$ cat config.mk
export PLATFORM = sky130hd
export DESIGN_NAME = sr_rx_deser_flat
export DESIGN_NICKNAME = d
export VERILOG_FILES = /design/src/rtl/sr_rx_deser_if.sv /design/src/rtl/sr_rx_deser.sv /design/src/flat_wrapper.sv
export SDC_FILE = /design/constraint.sdc
export NUM_CORES = 1
export LEC_CHECK = 0
export ABC_CLOCK_PERIOD_IN_PS = 1550
export CAP_MARGIN = 20
export CORE_ASPECT_RATIO = 1.75
export CORE_UTILIZATION = 40
export CTS_BUF_LIST = sky130_fd_sc_hd__clkbuf_2 sky130_fd_sc_hd__clkbuf_4 sky130_fd_sc_hd__clkbuf_8
export DETAILED_ROUTE_END_ITERATION = 10
export PLACE_DENSITY = 0.67
export SLEW_MARGIN = 25
export SYNTH_ARGS = -nofsm -noshare
export SYNTH_HDL_FRONTEND = slang
export SYNTH_SLANG_ARGS = --single-unit
$ cat constraint.sdc
create_clock -name clk -period 1.55 [get_ports clk]
set_input_delay 0.31 -clock clk [delete_from_list [all_inputs] [get_ports clk]]
set_output_delay 0.31 -clock clk [all_outputs]
set_load 0.02 [all_outputs]
$ cat src/rtl/sr_rx_deser_if.sv
// Serial-in / parallel-out bundle for sr_rx_deser; master is the receiver side,
// slave is the bit source plus the parallel-word consumer.
interface sr_rx_deser_if #(parameter int n = 8);
  logic         s_in;
  logic         s_en;
  logic         sync;
  logic         p_ack;
  logic [n-1:0] p_out;
  logic         p_valid;
  logic         overrun;
  logic         busy;
  logic         parity_err;

  modport master (
    input  s_in, s_en, sync, p_ack,
    output p_out, p_valid, overrun, busy, parity_err
  );

  modport slave (
    output s_in, s_en, sync, p_ack,
    input  p_out, p_valid, overrun, busy, parity_err
  );
endinterface

$ cat src/rtl/sr_rx_deser.sv
// MSB-first serial-to-parallel receiver with valid/ack handshake and sticky overrun.
// Define SR_RX_PARITY_EN to expect a trailing even-parity bit after every word.
module sr_rx_deser #(
  parameter int n = 8
) (
  input  logic          clk,
  input  logic          rst,
  sr_rx_deser_if.master bus
);

  localparam int CW = $clog2(n + 1);
  localparam logic [CW-1:0] LAST = CW'(n - 1);

`ifdef SR_RX_PARITY_EN
  typedef enum logic [1:0] {IDLE, SHIFT, PAR} state_t;
`else
  typedef enum logic [1:0] {IDLE, SHIFT} state_t;
`endif

  state_t        state;
  logic [n-1:0]  sh;
  logic [CW-1:0] cnt;
  logic [n-1:0]  out_q;
  logic          valid_q;
  logic          overrun_q;
`ifdef SR_RX_PARITY_EN
  logic          perr_q;
`endif

  // An ack in the same cycle as a completion still counts, so the completion
  // path below overrides the ack's clear of valid but leaves overrun at 0.
  always_ff @(posedge clk or negedge rst) begin
    if (!rst) begin
      state     <= IDLE;
      sh        <= '0;
      cnt       <= '0;
      out_q     <= '0;
      valid_q   <= 1'b0;
      overrun_q <= 1'b0;
`ifdef SR_RX_PARITY_EN
      perr_q    <= 1'b0;
`endif
    end else begin
      if (valid_q && bus.p_ack) begin
        valid_q   <= 1'b0;
        overrun_q <= 1'b0;
      end

      if (bus.sync) begin
        sh    <= bus.s_en ? {{(n-1){1'b0}}, bus.s_in} : '0;
        cnt   <= bus.s_en ? CW'(1) : '0;
        state <= bus.s_en ? SHIFT : IDLE;
      end else if (bus.s_en) begin
`ifdef SR_RX_PARITY_EN
        if (state == PAR) begin
          out_q   <= sh;
          perr_q  <= ^{sh, bus.s_in};
          valid_q <= 1'b1;
          if (valid_q) overrun_q <= !bus.p_ack;
          cnt     <= '0;
          state   <= IDLE;
        end else begin
          sh    <= {sh[n-2:0], bus.s_in};
          cnt   <= cnt + CW'(1);
          state <= (state == SHIFT && cnt == LAST) ? PAR : SHIFT;
        end
`else
        sh <= {sh[n-2:0], bus.s_in};
        if (state == SHIFT && cnt == LAST) begin
          out_q   <= {sh[n-2:0], bus.s_in};
          valid_q <= 1'b1;
          if (valid_q) overrun_q <= !bus.p_ack;
          cnt     <= '0;
          state   <= IDLE;
        end else begin
          cnt   <= cnt + CW'(1);
          state <= SHIFT;
        end
`endif
      end
    end
  end

  assign bus.p_out   = out_q;
  assign bus.p_valid = valid_q;
  assign bus.overrun = overrun_q;
  assign bus.busy    = (cnt != '0);
`ifdef SR_RX_PARITY_EN
  assign bus.parity_err = perr_q;
`else
  assign bus.parity_err = 1'b0;
`endif

endmodule
$ cat src/flat_wrapper.sv
// flat-port wrapper written by rule: the top's interface ports become plain ports
module sr_rx_deser_flat 
#(
  parameter int n = 8
)
  (clk, rst, bus_s_in, bus_s_en, bus_sync, bus_p_ack, bus_p_out, bus_p_valid, bus_overrun, bus_busy, bus_parity_err);
  sr_rx_deser_if #(.n(n)) bus_i ();
  input  logic clk;
  input  logic rst;
  input wire logic [$bits(bus_i.s_in)-1:0] bus_s_in;
  input wire logic [$bits(bus_i.s_en)-1:0] bus_s_en;
  input wire logic [$bits(bus_i.sync)-1:0] bus_sync;
  input wire logic [$bits(bus_i.p_ack)-1:0] bus_p_ack;
  output wire logic [$bits(bus_i.p_out)-1:0] bus_p_out;
  output wire logic [$bits(bus_i.p_valid)-1:0] bus_p_valid;
  output wire logic [$bits(bus_i.overrun)-1:0] bus_overrun;
  output wire logic [$bits(bus_i.busy)-1:0] bus_busy;
  output wire logic [$bits(bus_i.parity_err)-1:0] bus_parity_err;
  assign bus_i.s_in = bus_s_in;
  assign bus_i.s_en = bus_s_en;
  assign bus_i.sync = bus_sync;
  assign bus_i.p_ack = bus_p_ack;
  assign bus_p_out = bus_i.p_out;
  assign bus_p_valid = bus_i.p_valid;
  assign bus_overrun = bus_i.overrun;
  assign bus_busy = bus_i.busy;
  assign bus_parity_err = bus_i.parity_err;
  sr_rx_deser #(.n(n)) u_core (.clk(clk), .rst(rst), .bus(bus_i));
endmodule
==> qor.yml, run 1 <==
synth-async-reset-ratio_pct: 100.0
ys.flop_type: "dfrtp_1"
hold_class: "input pin to asynchronous set/reset pin"
crit_required_ns: 1.75
gp_congestion: 0.6896
period_minus_slack_ns: 1.523
yosys_warnings: 0
routed_wl_um: 1738
hold_buffers: 0
synth_cell_type_count: 23
drive_gt1_share_pct: 25.24
p_clk_share_pct: 37.9
synthSimpleGateAreaFrac_pct: 9.115
ir_drop_mv: 0.7030
cts_made_buffers: 3
synthCells: 77
grt_antenna_before_repair: 0
die_w_um: 38.52
worstSetupPathType: "flop to flop"
synth_top_family_by_area: "multiplexers"
synth-compound-area-share_pct: 6.166
hpwl_um: 1176
p_sw_share_pct: 21.25
antenna_cells: 0
grt_start_max_net_pins: 23
root_buffer: "clkbuf_4"
syn_to_final_growth_pct: 34.72
fmax_mhz: 656.6
synth_edf_count: 0
r2r_end: "u_core.bus.p_out[4]"
setup_viol: 0
postRouteAntennaNets: 0
first_pass_iters: 4
nFillCells: 177
rr_startpoint: "u_core.cnt[0]"
cts_max_level: 1
hold_viol: 0
dieArea_um2: 2538
clock-sinks: 22
rsz0062_at_grt: "true"
syn_nets: 85
cp-start-kind: "flop"
setup.worst_path.start: "u_core.cnt[0]"
place_ws_ns: -0.1705
slew_viol_final: 0
instances_no_fill: 127
cp-endpoint: "u_core.bus.p_out[4]"
synthMuxAreaShare_pct: 17.16
grt_pass1_wl_um: 2994
drt_iter0_markers: 16
overflow: 0
fin_worst_skew_ns: 0.005041
cts_max_path_buffers: 2
ys_seq_elements: 22
avgSynthCellArea_um2: 12.12
comb_power_share_pct: 9.6
p_leak_nw: 0.6650
num_rows: 22
p_int_mw: 0.9020
clkTransAtPathRegs_ns: 0.12
io_buffers: 16
via_count: 634
crit_path_end_kind: "flop"
fin_ws_ns: 0.02708
dp_cells: 122
netlist_area_um2: 933.4
synth_xor_area_share_pct: 0.9383
grt_use_total_pct: 16.43
grt_pass1_vias: 672
worstPathArrival_ns: 1.73
reg2regPathDepth: 6
worstPathMaxFanout: 8
fin_area_um2: 1257
r2r_slack_ns: 0.03
synth_top_area_cell: "dfrtp_1"
drv_cap: 0
min_period_over_period_pct: 98.25
drcViolationCount: 0
wl_per_cell_um: 13.69
ys_seq_area_share_pct: 58.98
status: "finished, final reports clean"
io_pins: 18
die-height_um: 65.91
synth_top_cell_area_share_pct: 58.98
layout.nets: 112
synth_common_cells: "dfrtp_1, nor2_1, mux2i_1, mux2_1"
synth.most_common_cell: "dfrtp_1"
ys_top_cells_by_area: "dfrtp_1, mux2i_1, mux2_1"
clk_latency_ns: 0.30
timing.hold.ws_ns: 0.3321
coreArea_um2: 2147
power_density_nw_per_um2: 910.8
power_mw: 1.145
switching_power_mw: 0.2434
cts_tree: "yes"
via_per_inst: 4.992
start_util_pct: 43.47
power_frac_seq_pct: 52.6
synth_adder_area_share_pct: 2.681
detailed_place.area_um2: 1164
-- final cells by class --
class                           instances  area, um^2  area share [%]
Clock buffer                            3       22.52           1.791
Clock inverter                          1       30.03           2.388
Inverter                                4       15.01           1.194
Multi-Input combinational cell         47       382.9           30.45
Sequential cell                        22       551.8           43.88
Tap cell                               24       30.03           2.388
Timing Repair Buffer                   26       225.2           17.91
-- layout by cell type, fill, tap and decap left out, drive strengths merged, types with 2 or more instances in the layout --
master / instances
nand4: 2
ha: 2
mux2: 8
nand2: 3
buf: 11
mux2i: 7
a21oi: 4
clkdlybuf4s50: 5
dfrtp: 22
clkbuf: 3
nor2: 12
dlygate4sd2: 10
inv: 4
-- metal layers --
| metal | vias to the layer above | track usage (%) | routed length (um) |
|---|---|---|---|
| met2 | 13 | 26.88 | 865 |
| met5 | - | 0 | 0 |
| met4 | 0 | 7.759 | 31 |
| met3 | 4 | 1.010 | 40 |
| li1 | 312 | - | - |
| met1 | 305 | 21.36 | 801 |
-- logic make-up after synthesis --
group	Yosys count
xor+xnor	1
flops	22
simple gates	19
fa+ha+maj	2
other cells	1
compound gates	9
buf+inv	8
mux	15
-- power groups by stage --
stage               Combinational, mW  Clock (mW)  Sequential [mW]
floorplan                      0.0480           0            0.609
global placement                0.105           0            0.609
global route                    0.122       0.470            0.604
detailed placement              0.107           0            0.610
CTS                             0.103       0.444            0.599
finish                          0.110       0.434            0.602
-- registers in the layout (all words and copies together) (netlist names), named ones only --
register and flops:
u_core.bus.p_out 8, u_core.sh 7, u_core.cnt 4, u_core.bus.p_valid 1, u_core.state 1
-- worst max-delay path, stage by stage (launching register included) --
cell	delay (ns)
dfrtp_1	0.38
buf_6	0.11
ha_4	0.12
nand4_1	0.09
nor3_2	0.23
buf_6	0.18
mux2_4	0.31
-- stage by stage --
step	utilization (%)	TNS [ns]
final	58.57	0
after global routing	58.57	-0.3554
after CTS	56.00	-0.01839
after detailed placement	54.20	-1.288
after global placement	54.20	-0.9299
after floorplan	-	0
-- worst min path at each step --
stage                              from                    endpoint  slack [ns]  cells past startpoint
floorplan                           rst  asynchronous set/reset pin        0.01                      0
global placement    u_core.bus.p_out[7]         u_core.bus.p_out[7]        0.47                      1
detailed placement  u_core.bus.p_out[3]         u_core.bus.p_out[3]        0.48                      1
CTS                                 rst         u_core.bus.p_out[1]        0.33                      2
global route                        rst         u_core.bus.p_out[2]        0.35                      2
finish                              rst         u_core.bus.p_out[2]        0.33                      2
-- timing repair --
action	CTS	global route
buffers inserted	0	1
endpoints found under the setup margin	13	7
pin swaps	0	3
endpoints found under the hold margin	0	0
resized for setup	15	12
(Power assumes the default switching activity.)
==> run 2, diff against run 1 <==
Settings changed: CORE_ASPECT_RATIO 1.75 to 0.8.
==> qor.yml, run 2 (synthesis results as in run 1) <==
grt_pass1_vias: 575  # was 672
clk_latency_ns: 0.30  # about the same
clock-sinks: 22  # unchanged
dieArea_um2: 2532  # was 2538 um^2
via_count: 642  # was 634
rsz0062_at_grt: "true"  # unchanged
ir_drop_mv: 0.5247  # was 0.7030 mV
cts_made_buffers: 3  # unchanged
crit_path_end_kind: "flop"  # unchanged
coreArea_um2: 2177  # was 2147 um^2
fin_util_pct: 57.01  # was 58.57%
finalSetupTns_ns: 0  # unchanged
drv_cap: 0  # unchanged
io_buffers: 16  # unchanged
status: "finished, final reports clean"  # unchanged
p_clk_share_pct: 25.9  # was 37.9%
clkTransAtPathRegs_ns: 0.11  # was 0.12 ns
start_util_pct: 42.87  # was 43.47%
cp-start-kind: "flop"  # unchanged
fin_worst_skew_ns: 0.007398  # was 0.005041 ns
num_rows: 15  # was 22
layout.nets: 113  # was 112
fmax_mhz: 645.8  # was 656.6 MHz
antenna_cells: 0  # unchanged
drive_gt1_share_pct: 24.27  # was 25.24%
min_period_over_period_pct: 99.89  # was 98.25%
hpwl_um: 1018  # was 1176 um
crit_path_frequent_cell: "buf_6"  # unchanged
fin_ws_ns: 0.001629  # was 0.02708 ns
cts_max_path_buffers: 2  # unchanged
hold_class: "input pin to asynchronous set/reset pin"  # unchanged
cpPeakStageDelay_ns: 0.37  # was 0.38 ns
p_sw_share_pct: 23.62  # was 21.25%
period_minus_slack_ns: 1.548  # was 1.523 ns
grt_antenna_before_repair: 0  # unchanged
cts_max_level: 1  # unchanged
worstPathArrival_ns: 1.74  # was 1.73 ns
drcViolationCount: 0  # unchanged
first_pass_iters: 3  # was 4
hold_viol: 0  # unchanged
slew_viol_final: 0  # unchanged
crit_required_ns: 1.74  # was 1.75 ns
gp_congestion: 0.7212  # was 0.6896
p_int_mw: 0.7325  # was 0.9020 mW
overflow: 0  # unchanged
largest_register_ffs: 8  # unchanged
grt_use_total_pct: 13.85  # was 16.43%
root_buffer: "clkbuf_4"  # unchanged
crit_slowest_cell: "dfrtp_1"  # unchanged
p_leak_nw: 0.6594  # was 0.6650 nW
io_pins: 18  # unchanged
postRouteAntennaNets: 0  # unchanged
setup_viol: 0  # unchanged
final_cell_mix: "dfrtp_1, nor2_1, dlygate4sd2_1"  # unchanged
worstPathMaxFanout: 6  # was 8
wl_per_cell_um: 12.85  # was 13.69 um
power_frac_seq_pct: 62.5  # was 52.6%
die_w_um: 56.01  # was 38.52 um
routed_wl_um: 1645  # was 1738 um
via_per_inst: 5.016  # was 4.992
power_density_nw_per_um2: 772.6  # was 910.8 nW/um^2
drt_iter0_markers: 10  # was 16
grt_pass1_wl_um: 2608  # was 2994 um
grt_start_max_net_pins: 23  # unchanged
comb_power_share_pct: 11.6  # was 9.6%
nFillCells: 184  # was 177
worstSetupPathType: "flop to flop"  # unchanged
cts_tree: "yes"  # unchanged
layout_commonest_cell: "dfrtp_1"  # unchanged
switching_power_mw: 0.2265  # was 0.2434 mW
fin_area_um2: 1241  # was 1257 um^2
place_ws_ns: -0.1284  # was -0.1705 ns
detailed_place.area_um2: 1150  # was 1164 um^2
hold_buffers: 0  # unchanged
die-height_um: 45.21  # was 65.91 um
cp_cell_sequence: "buf_6, ha_4, nand4_1, nor3_2, buf_6, mux2_4"  # unchanged
syn_to_final_growth_pct: 32.98  # was 34.72%
## run 2: changes by cell type in the layout (fill, tap and decap cells not counted)
cell	before	now
buf_2	1	0
buf_4	8	9
bufinv_16	1	0
dfrtp_2	1	0
buf_6	2	3
dfrtp_1	21	22
## run 2: layout make-up
class / count / area [um^2] / share of cell area [%]
Inverter: 4 / 15.01 / 1.210
Multi-Input combinational cell: 47 / 382.9 / 30.85
Clock buffer: 3 / 22.52 / 1.815
Tap cell: 25 / 31.28 / 2.520
Timing Repair Buffer: 27 / 239.0 / 19.25
Sequential cell: 22 / 550.5 / 44.35
## run 2: repair_timing
action	4_1_cts	5_1_grt
pin swaps	0	2
gates cloned	0	1
endpoints found under the hold margin	0	0
resized for setup	14	15
endpoints found under the setup margin	11	8
setup buffers	0	3
## run 2: final timing paths
check | startpoint | endpoint | slack, ns | cells after the start
worst max-delay path | u_core.cnt[0] | u_core.bus.p_out[5] | 0.002 | 6
worst min-delay path | rst | u_core.cnt[2] | 0.34 | 2
worst min register to register | u_core.bus.p_out[7] | u_core.bus.p_out[7] | 0.52 | 1
worst max register to register | u_core.cnt[0] | u_core.bus.p_out[5] | 0.002 | 6
min in group clk | u_core.bus.p_out[7] | u_core.bus.p_out[7] | 0.52 | 1
max in group asynchronous | rst | u_core.sh[5] | 0.98 | 2
## run 2: metal layers
layer / GRT usage, % / vias to the layer above / part of all wire [%]
met5: 0 / - / 0
met4: 2.927 / 0 / 0.79
met3: 5.731 / 2 / 4.9
met2: 20.24 / 15 / 39
met1: 19.49 / 309 / 55
li1: - / 316 / -
## run 2: critical path: cells and delay by family (launching register included)
kind	cells	cell delay, ns
flops	1	0.37
simple gates	2	0.33
mux	1	0.31
buf+inv	2	0.30
fa+ha+maj	1	0.13
## run 2: through the flow
step	power, mW	hold WS [ns]	std cells
floorplan	0.6567	0.01441	77
global placement	0.7106	0.4709	121
detailed placement	0.7128	0.4769	121
CTS	0.9597	0.3458	124
global route	1.008	0.3467	128
finish	0.9589	0.3422	128
## run 2: power groups by stage
| stage | clock, mW | sequential [mW] | combinational, mW |
|---|---|---|---|
| after floorplan | 0 | 0.609 | 0.0480 |
| after global placement | 0 | 0.609 | 0.101 |
| after detailed placement | 0 | 0.609 | 0.104 |
| after CTS | 0.262 | 0.598 | 0.0997 |
| after global routing | 0.283 | 0.602 | 0.123 |
| final | 0.248 | 0.600 | 0.111 |
